$ cat config.mk
export PLATFORM = sky130hd
export DESIGN_NAME = aes_inv_mix_column_iter
export DESIGN_NICKNAME = d
export VERILOG_FILES = /design/src/rtl/aes_pkg.sv /design/src/rtl/aes_inv_mix_single_column.sv /design/src/rtl/aes_inv_mix_column_iter.sv
export SDC_FILE = /design/constraint.sdc
export NUM_CORES = 1
export LEC_CHECK = 0
export CAP_MARGIN = 10
export CORE_AREA = 2 2 211 213
export CTS_CLUSTER_SIZE = 30
export DETAILED_ROUTE_END_ITERATION = 10
export DIE_AREA = 0 0 213 215
export SYNTH_ARGS = -nofsm -noshare
export SYNTH_HDL_FRONTEND = slang
export SYNTH_SLANG_ARGS = --single-unit
export TNS_END_PERCENT = 20
$ cat constraint.sdc
create_clock -name clk -period 7 [get_ports clk]
set_input_delay 2.1 -clock clk [delete_from_list [all_inputs] [get_ports clk]]
set_output_delay 2.1 -clock clk [all_outputs]
set_load 0.1 [all_outputs]
$ cat src/rtl/aes_pkg.sv
// Shared AES GF(2^8) helpers, widths and FSM encoding for the InvMixColumns block.
package aes_pkg;
  localparam int          COL_W   = 32;
  localparam int          BYTE_W  = 8;
  localparam logic [7:0]  GF_POLY = 8'h1B;

  typedef logic [1:0] state_t;
  localparam state_t ST_IDLE = 2'd0;
  localparam state_t ST_CALC = 2'd1;
  localparam state_t ST_DONE = 2'd2;

  function automatic logic [BYTE_W-1:0] xtime(input logic [BYTE_W-1:0] b);
    return {b[6:0], 1'b0} ^ (b[7] ? GF_POLY : 8'h00);
  endfunction

  // Only the InvMixColumns coefficients are needed; anything else passes b through.
  function automatic logic [BYTE_W-1:0] gf_mul(input logic [BYTE_W-1:0] b, input logic [3:0] k);
    logic [BYTE_W-1:0] x2, x4, x8;
    x2 = xtime(b);
    x4 = xtime(x2);
    x8 = xtime(x4);
    case (k)
      4'h9:    return x8 ^ b;
      4'hB:    return x8 ^ x2 ^ b;
      4'hD:    return x8 ^ x4 ^ b;
      4'hE:    return x8 ^ x4 ^ x2;
      default: return b;
    endcase
  endfunction
endpackage

$ cat src/rtl/aes_inv_mix_single_column.sv
// Combinational InvMixColumns of one 32-bit column; row 0 is the MSB byte.
module aes_inv_mix_single_column
  import aes_pkg::*;
(
  input  logic [COL_W-1:0] col_in,
  output logic [COL_W-1:0] col_out
);
  logic [BYTE_W-1:0] a0, a1, a2, a3, r0, r1, r2, r3;

  assign {a0, a1, a2, a3} = col_in;

  assign r0 = gf_mul(a0, 4'hE) ^ gf_mul(a1, 4'hB) ^ gf_mul(a2, 4'hD) ^ gf_mul(a3, 4'h9);
  assign r1 = gf_mul(a0, 4'h9) ^ gf_mul(a1, 4'hE) ^ gf_mul(a2, 4'hB) ^ gf_mul(a3, 4'hD);
  assign r2 = gf_mul(a0, 4'hD) ^ gf_mul(a1, 4'h9) ^ gf_mul(a2, 4'hE) ^ gf_mul(a3, 4'hB);
  assign r3 = gf_mul(a0, 4'hB) ^ gf_mul(a1, 4'hD) ^ gf_mul(a2, 4'h9) ^ gf_mul(a3, 4'hE);

  assign col_out = {r0, r1, r2, r3};
endmodule

$ cat src/rtl/aes_inv_mix_column_iter.sv
// Iterative AES InvMixColumns: COLS_PER_CYCLE columns per cycle, valid/ready on both sides.
module aes_inv_mix_column_iter
  import aes_pkg::*;
#(
  parameter int COLS_PER_CYCLE = 1
) (
  input  logic         clk,
  input  logic         rst,
  input  logic         i_valid,
  output logic         o_ready,
  input  logic [127:0] i_aes_inv_mix_column_data_in,
  output logic         o_valid,
  input  logic         i_ready,
  output logic [127:0] o_aes_inv_mix_column_data_out,
  output logic         o_busy
);
  localparam int         NUM_GRP  = 4 / COLS_PER_CYCLE;
  localparam logic [1:0] LAST_GRP = 2'(NUM_GRP - 1);

  if (COLS_PER_CYCLE != 1 && COLS_PER_CYCLE != 2 && COLS_PER_CYCLE != 4) begin : g_bad_cfg
    $error("aes_inv_mix_column_iter: COLS_PER_CYCLE must be 1, 2 or 4");
  end

  state_t                    state_q;
  logic [1:0]                cnt_q;
  // Index 3 holds column 0 so the packed layout matches the 128-bit port.
  logic [3:0][COL_W-1:0]     din_q, dout_q;
  logic [COLS_PER_CYCLE-1:0][COL_W-1:0] lane_in, lane_out;
  logic [COLS_PER_CYCLE-1:0][1:0]       lane_col;

  for (genvar j = 0; j < COLS_PER_CYCLE; j++) begin : g_lane
    assign lane_col[j] = 2'(int'(cnt_q) * COLS_PER_CYCLE + j);
    assign lane_in[j]  = din_q[2'd3 - lane_col[j]];
    aes_inv_mix_single_column u_col (
      .col_in  (lane_in[j]),
      .col_out (lane_out[j])
    );
  end

  always_ff @(posedge clk) begin
    if (rst) begin
      state_q <= ST_IDLE;
      cnt_q   <= 2'd0;
      dout_q  <= '0;
    end else begin
      case (state_q)
        ST_IDLE: begin
          if (i_valid) begin
            din_q   <= i_aes_inv_mix_column_data_in;
            cnt_q   <= 2'd0;
            state_q <= ST_CALC;
          end
        end
        ST_CALC: begin
          for (int j = 0; j < COLS_PER_CYCLE; j++)
            dout_q[2'd3 - lane_col[j]] <= lane_out[j];
          if (cnt_q == LAST_GRP) state_q <= ST_DONE;
          else                   cnt_q   <= cnt_q + 2'd1;
        end
        ST_DONE: begin
          if (i_ready) state_q <= ST_IDLE;
        end
        default: state_q <= ST_IDLE;
      endcase
    end
  end

  // Handshake outputs are masked by rst so reset wins over any same-cycle transfer.
  assign o_ready = (state_q == ST_IDLE) && !rst;
  assign o_valid = (state_q == ST_DONE) && !rst;
  assign o_busy  = ((state_q == ST_CALC) || (state_q == ST_DONE)) && !rst;
  assign o_aes_inv_mix_column_data_out = dout_q;
endmodule

==> results.cfg, run 1 <==
[outcome]
outcome = completed

[synth]
synth-warning-count = 0
synth_area_um2 = 12020
ys_seq_area_share_pct = 53.95
syn-instance-count = 951
syn_avg_cell_area_um2 = 12.64
ys_types = 35
ys_ff_latch = 260
syn-num-nets = 1090

[finish]
area_growth_pct = 33.86
nets = 1326
drive_above_1_share_pct = 9.744
diodes = 0
n_fill_cell = 4220

[sta]
rsz0062_at_grt = false
post-route-min-period_ns = 4.927
slew_headroom_pct = 21.98
period_share_pct = 70.39
hold_viol_final = 0
fin_skew_ns = 0.008630
setup_viol = 0
slew_viol_final = 0
worst_pin_slew_ns = 1.166
fmax_mhz = 203.0
setup_tns_ns = 0

[worst_setup_path]
rr_startpoint = cnt_q[0]
crit_family = buffers and inverters
ff2ff_path_depth = 8
crit_buf_inv = 2
cpMostUsedCell = buf_4
critPathMaxStageDelay_ns = 0.31
crit_cells = 3
start_kind = input port
path_cells = buf_4, nor2b_1, buf_4
worst_path_max_delay_cell = buf_4
r2r_slack_ns = 3.10
crit_arrival_ns = 2.83
worstSetupPathType = input port to output port
cp.required_ns = 4.90
cp_max_fo = 36
crit_start = rst
end_kind = output port

[clocking]
cts_tree = built
cts_buffer_depth = 3
clock_latency_ns = 0.56
postCtsSetupBuffers = 0
cts_htree_levels = 1
cts_inserted_buffers = 30
cts.sinks = 260
root_buffer = clkbuf_16
cts_resized = 0
clk_pin_slew_ns = 0.06
holdBufCountCts = 0

[drt]
viasPerCell = 4.251
vias = 7665
ant_nets = 0
wl_per_cell_um = 17.81
wirelength_mm = 32.12
drc = 0
drt_iter0_drc = 439
drt-pass1-iter-count = 5

[global_routing]
grt_pass1_vias = 7685
grt_usage_pct = 14.02
overflow = 0
grt_max_degree = 105
antenna_found_initial = 0
grt_pass1_wl_mm = 47.71

[floorplanning]
fp-row-count = 77
core_um2 = 43640
start_util_pct = 27.55
fp.dieH_um = 215
die_w_um = 213
num_io_pins = 263
die-area_um2 = 45800

[place]
finalWeightedCongestion = 0.7894
portBuffers = 262
hpwl_mm = 23.68

[min_path]
hold_depth = 2
hp-class = flip-flop to flip-flop
hp-start = o_aes_inv_mix_column_data_out[68]

[flow_run]
drv_cap = 0
## stage by stage
step	util (%)	std cells	hold slack [ns]	setup WS (ns)	instance area (um2)
after global routing	36.88	1803	0.4801	2.002	16090
after global placement	34.59	1747	0.4448	2.058	15090
after floorplan	-	951	0.4871	1.282	12020
final	36.88	1803	0.4539	2.073	16090
after CTS	36.88	1803	0.4578	2.065	16090
after detailed placement	34.59	1747	0.4468	2.066	15090
## tightest hold or removal path, cell delays in order (launching register included)
cell and delay (ns):
dfxtp_1 0.31, nand2_1 0.05, a21oi_1 0.05
## cell families (layout without fill, tap and decap cells)
group,Yosys count,count (layout),share of synthesized area (%)
flops,260,260,53.95
simple gates,275,275,8.981
buf+inv,68,328,2.966
xor+xnor,173,173,20.55
compound gates,134,134,6.473
mux,34,34,6.348
fa+ha+maj,7,7,0.7285
## cells in the final DEF (no fill, tap or decap), types with 7 or more instances in the layout
cell type | synthesis | routed
mux4_2 | 26 | 26
dfxtp_1 | 132 | 130
edfxtp_1 | 128 | 128
xnor2_1 | 79 | 79
xnor2_2 | 14 | 14
nand2_1 | 106 | 102
clkdlybuf4s50_1 | 0 | 258
xor2_1 | 20 | 20
o21a_1 | 36 | 36
xnor3_1 | 43 | 43
clkbuf_16 | 0 | 31
xnor2_4 | 7 | 7
clkinv_2 | 0 | 8
a21oi_1 | 89 | 89
buf_4 | 9 | 10
ha_1 | 7 | 7
nor2_1 | 151 | 151
## sequential cells by signal, indices dropped and copies added, names as in the netlist
register and count:
o_aes_inv_mix_column_data_out 128, state_q 2, din_q 128, cnt_q 2
## layout make-up
class / instances / area, um2 / share of cell area (%)
Clock inverter: 18 / 176.4 / 1.096
Multi-Input combinational cell: 623 / 5192 / 32.26
Timing Repair Buffer: 268 / 2658 / 16.51
Inverter: 4 / 15.01 / 0.09329
Sequential cell: 260 / 6489 / 40.32
Tap cell: 592 / 740.7 / 4.602
Clock buffer: 38 / 823.3 / 5.115
## synth_stat cells (all sizes together)
cell    count  area share, %
nor3        2          0.083
clkbuf     36            1.1
mux4       32            6.2
a21oi      89            3.7
a21o        1          0.062
o31ai       5           0.31
mux2i       2           0.17
xnor2     100            9.3
nor2      151            4.7
and2        5           0.26
xor3        6            1.2
xor2       23            1.9
buf        28            1.7
a22oi       1          0.062
nor2b       6           0.31
inv         4           0.12
o21ai       2          0.083
dfxtp     132             22
nand2b      1          0.052
xnor3      44            8.3
ha          7           0.73
edfxtp    128             32
nand2     106            3.3
o21a       36            2.2
nand3b      4           0.25
## routing by layer
layer	wire length [um]	GRT usage, %
met2	16010	24.28
met3	1778	2.601
met1	13910	18.14
met5	0	0
met4	419	2.960
## final timing paths
path                                        to
max reg2reg  o_aes_inv_mix_column_data_out[99]
min reg2reg  o_aes_inv_mix_column_data_out[68]
max                                    o_ready
min          o_aes_inv_mix_column_data_out[68]
Power of run 1 is not shown: default switching activity piles up to over one toggle a cycle in this logic, so the estimate is an artifact.
==> inputs of run 2 (changes only) <==
==> constraint.sdc (replaced) <==
create_clock -name clk -period 4.65 [get_ports clk]
set_input_delay 1.395 -clock clk [delete_from_list [all_inputs] [get_ports clk]]
set_output_delay 1.395 -clock clk [all_outputs]
set_load 0.1 [all_outputs]
==> run 2 against run 1 <==
Global-route usage grew 0.40 points; critical endpoint is now o_aes_inv_mix_column_data_out[64]; highest routed layer unchanged; non-clock buffer count up 9; hold slack improved by 0.0050 ns; largest cell class unchanged.
==> results.cfg, run 2 (same netlist as run 1, synthesis figures left out) <==
[clocking]
cts_buffer_depth = 3
cts_inserted_buffers = 29
cts.sinks = 260
cts_tree = built
cts_resized = 0
clk_pin_slew_ns = 0.06
root_buffer = clkbuf_16
postCtsSetupBuffers = 0
cts_htree_levels = 1
holdBufCountCts = 0
clock_latency_ns = 0.56

[flow_run]
drv_cap = 0

[global_routing]
grt_max_degree = 101
grt_usage_pct = 14.42
grt_pass1_vias = 7813
antenna_found_initial = 1
overflow = 0
grt_pass1_wl_mm = 49.16

[floorplanning]
fp.dieH_um = 215
core_um2 = 43640
fp-row-count = 77
num_io_pins = 263
start_util_pct = 27.55
die_w_um = 213
die-area_um2 = 45800

[worst_setup_path]
critPathMaxStageDelay_ns = 0.89
end_kind = flip-flop
worst_path_max_delay_cell = mux4_1
crit_start = cnt_q[0]
crit_arrival_ns = 4.16
start_kind = flip-flop
path_cells = mux4_1, xnor3_1, xnor3_1, xnor2_1, nor2_1, a21oi_1, nor2_1
worstSetupPathType = flip-flop to flip-flop
cp.required_ns = 5.06
cp_max_fo = 10
rr_startpoint = cnt_q[0]

[finish]
layout_commonest_cell = clkdlybuf4s50_1
diodes = 0
drive_above_1_share_pct = 10.76
register_area_um2 = 6489
final_cells = 1810
area_growth_pct = 35.18
nets = 1334
mostFrequentLayoutCells = 258 x clkdlybuf4s50_1, 151 x nor2_1, 130 x dfxtp_1
n_fill_cell = 4180
multi_input_area_um2 = 5195

[drt]
vias = 7782
drt_iter0_drc = 451
wirelength_mm = 33.35
drc = 0
viasPerCell = 4.299
ant_nets = 0
drt-pass1-iter-count = 5
wl_per_cell_um = 18.43

[sta]
worst_pin_slew_ns = 1.175
period_share_pct = 80.64
hold_viol_final = 0
fin_skew_ns = 0.01053
slew_viol_final = 0
setup_viol = 0
hold-worst-slack_ns = 0.4588
worst_slack_ns = 0.9003
fmax_mhz = 266.7
setup_tns_ns = 0
slew_headroom_pct = 21.42
post-route-min-period_ns = 3.750
rsz0062_at_grt = false

[place]
pre_cts_slack_ns = 0.8847
portBuffers = 262
place_inst = 1756
finalWeightedCongestion = 0.8259
hpwl_mm = 24.74

[outcome]
outcome = completed

[min_path]
hp-start = o_aes_inv_mix_column_data_out[92]
hp-class = flip-flop to flip-flop
## run 2: cell count changes in the layout (fill, tap and decap cells not counted)
cell / delta
clkbuf_1: -4
bufinv_16: +3
buf_12: +1
buf_4: +8
clkinv_2: -3
inv_6: +1
clkinvlp_2: +2
clkinv_1: -1
nor2b_2: +1
nor2b_1: -1
## run 2: routing by layer
metal  vias to the layer above  GRT usage, %  wire length, um
met4                         0         3.497              629
met5                         -             0                0
met1                      3734         18.35            14000
met2                       252         24.82            16400
met3                        43         3.113             2324
li1                       3753             -                -
## run 2: worst max-delay path, delay by kind of cell, from the launching register on
family           cells  cell delay (ns)
XOR/XNOR             3             1.84
multiplexers         1             0.89
flip-flops           1             0.52
AND/OR/NAND/NOR      2             0.17
AO/OA/AOI/OAI        1             0.16
## run 2: final timing paths
check | slack (ns) | to | cells past startpoint
setup / recovery | 0.90 | o_aes_inv_mix_column_data_out[64] | 7
hold reg to reg | 0.46 | o_aes_inv_mix_column_data_out[92] | 2
setup reg to reg | 0.90 | o_aes_inv_mix_column_data_out[64] | 7
hold / removal | 0.46 | o_aes_inv_mix_column_data_out[92] | 2
## run 2: through the flow
stage / area, um2 / util, %
2_1_floorplan: 12030 / -
3_3_place_gp: 15180 / 34.78
3_5_place_dp: 15180 / 34.78
4_1_cts: 16250 / 37.24
5_1_grt: 16250 / 37.24
6_report: 16250 / 37.24
## run 2: final cells by class
| class | count | share of cell area, % |
|---|---|---|
| timing repair buffer | 277 | 16.85 |
| multi-input combinational | 623 | 31.97 |
| clock inverter | 20 | 1.640 |
| clock buffer | 34 | 4.973 |
| inverter | 4 | 0.09239 |
| tap | 592 | 4.558 |
| sequential | 260 | 39.93 |
Power of run 2 is left out for the same reason.
==> inputs of run 3 (changes only) <==
==> constraint.sdc (replaced) <==
create_clock -name clk -period 3.4 [get_ports clk]
set_input_delay 1.02 -clock clk [delete_from_list [all_inputs] [get_ports clk]]
set_output_delay 1.02 -clock clk [all_outputs]
set_load 0.1 [all_outputs]
==> run 3 against run 2 <==
Non-clock buffer count increased by 38; sequential share of layout area about the same; register-to-register slack got worse by 0.74 ns; hold slack got worse by 0.0018 ns; final cell count increased by 2.0%; die area unchanged; core utilization about the same; largest cell class unchanged; clock-buffer cell count decreased by 3.
==> results.cfg, run 3 (same netlist as run 1, synthesis figures left out) <==
[sta]
period_share_pct = 95.19
worst_pin_slew_ns = 0.7958
fin_skew_ns = 0.01827
hold_viol_final = 0
rsz0062_at_grt = false
slew_headroom_pct = 46.76
fmax_mhz = 309.0
post-route-min-period_ns = 3.236
hold-worst-slack_ns = 0.4570
slew_viol_final = 0
setup_viol = 0

[finish]
area_growth_pct = 35.21
drive_above_1_share_pct = 23.11
diodes = 0
nets = 1372
mostFrequentLayoutCells = 172 x buf_4, 151 x nor2_1, 130 x clkdlybuf4s50_1, 130 x dfxtp_1, 128 x edfxtp_1
layout_commonest_cell = buf_4

[drt]
ant_nets = 0
viasPerCell = 4.277
met1_length_mm = 14.06
vias = 7899
wl_per_cell_um = 17.98
drt-pass1-iter-count = 5
drc = 0
wirelength_mm = 33.21
wl_met2_mm = 16.05
top_layer = met4
route.met3.wl_mm = 2.208
drt_iter0_drc = 495

[floorplanning]
core_um2 = 43640
num_io_pins = 263
die-area_um2 = 45800
die_w_um = 213
start_util_pct = 27.55
fp-row-count = 77
fp.dieH_um = 215

[min_path]
hp-class = flip-flop to flip-flop

[worst_setup_path]
end_kind = flip-flop
cp.required_ns = 3.82
cp_max_fo = 15
worstSetupPathType = flip-flop to flip-flop
start_kind = flip-flop
crit_arrival_ns = 3.66
r2r_slack_ns = 0.16

[clocking]
cts_inserted_buffers = 29
cts_resized = 0
cts_buffer_depth = 3
clock_latency_ns = 0.56
cts_htree_levels = 1
cts_tree = built
cts.sinks = 260
postCtsSetupBuffers = 0
holdBufCountCts = 0
root_buffer = clkbuf_16
clk_pin_slew_ns = 0.06

[outcome]
outcome = completed

[global_routing]
grt_usage_pct = 14.53
grt_pass1_vias = 8057
grt_pass1_wl_mm = 49.58
grt_max_degree = 130
overflow = 0
antenna_found_initial = 0

[place]
finalWeightedCongestion = 0.8249
hpwl_mm = 25.18
portBuffers = 262

[flow_run]
drv_cap = 0
run 3: changes by cell type in the layout (fill, tap and decap cells not counted):
cell             before  now
buf_4                18  172
clkdlybuf4s50_1     258  130
buf_12                1   13
clkinv_1              1    5
bufinv_16             6    4
clkbuf_1              0    2
clkbuf_16            31   29
clkbuf_8              2    0
clkinv_2              5    3
clkinv_4              0    2
clkbuf_2              1    0
clkinvlp_4            2    3
inv_4                 1    0
run 3: metal layers:
| metal | track usage, % | vias up |
|---|---|---|
| met5 | 0 | - |
| met4 | 4.359 | 0 |
| met3 | 3.171 | 48 |
| met2 | 24.70 | 242 |
| met1 | 18.38 | 3773 |
| li1 | - | 3836 |
run 3: through the flow:
step	util [%]	instances	instance area (um2)	setup WS, ns	TNS, ns
2_1_floorplan	-	951	12030	-0.1474	-0.2948
3_3_place_gp	35.04	1794	15290	0.1453	0
3_5_place_dp	35.04	1794	15290	0.1314	0
4_1_cts	37.25	1847	16260	0.1047	0
5_1_grt	37.25	1847	16260	0.03623	0
6_report	37.25	1847	16260	0.1637	0
run 3: layout make-up:
class / instances / area, um2
multi-input cells: 623 / 5195
fillers: 4261 / 27390
clock buffers: 31 / 733.2
well taps: 592 / 740.7
flip-flops and latches: 260 / 6489
repair buffers: 315 / 2853
inverters: 4 / 15.01
clock inverters: 22 / 230.2
run 3: worst paths after layout:
kind,startpoint,cells past startpoint,end
max,cnt_q[0],8,o_aes_inv_mix_column_data_out[123]
min,o_aes_inv_mix_column_data_out[83],2,o_aes_inv_mix_column_data_out[83]
max reg2reg,cnt_q[0],8,o_aes_inv_mix_column_data_out[123]
min reg2reg,o_aes_inv_mix_column_data_out[83],2,o_aes_inv_mix_column_data_out[83]
run 3: critical path: stages (launching register included):
cell	delay, ns
dfxtp_2	0.40
buf_12	0.20
mux4_1	0.70
xnor3_1	0.55
xor2_2	0.26
xnor3_1	0.40
xnor2_2	0.35
o21a_1	0.19
nor2_1	0.04
Power of run 3 is left out for the same reason.
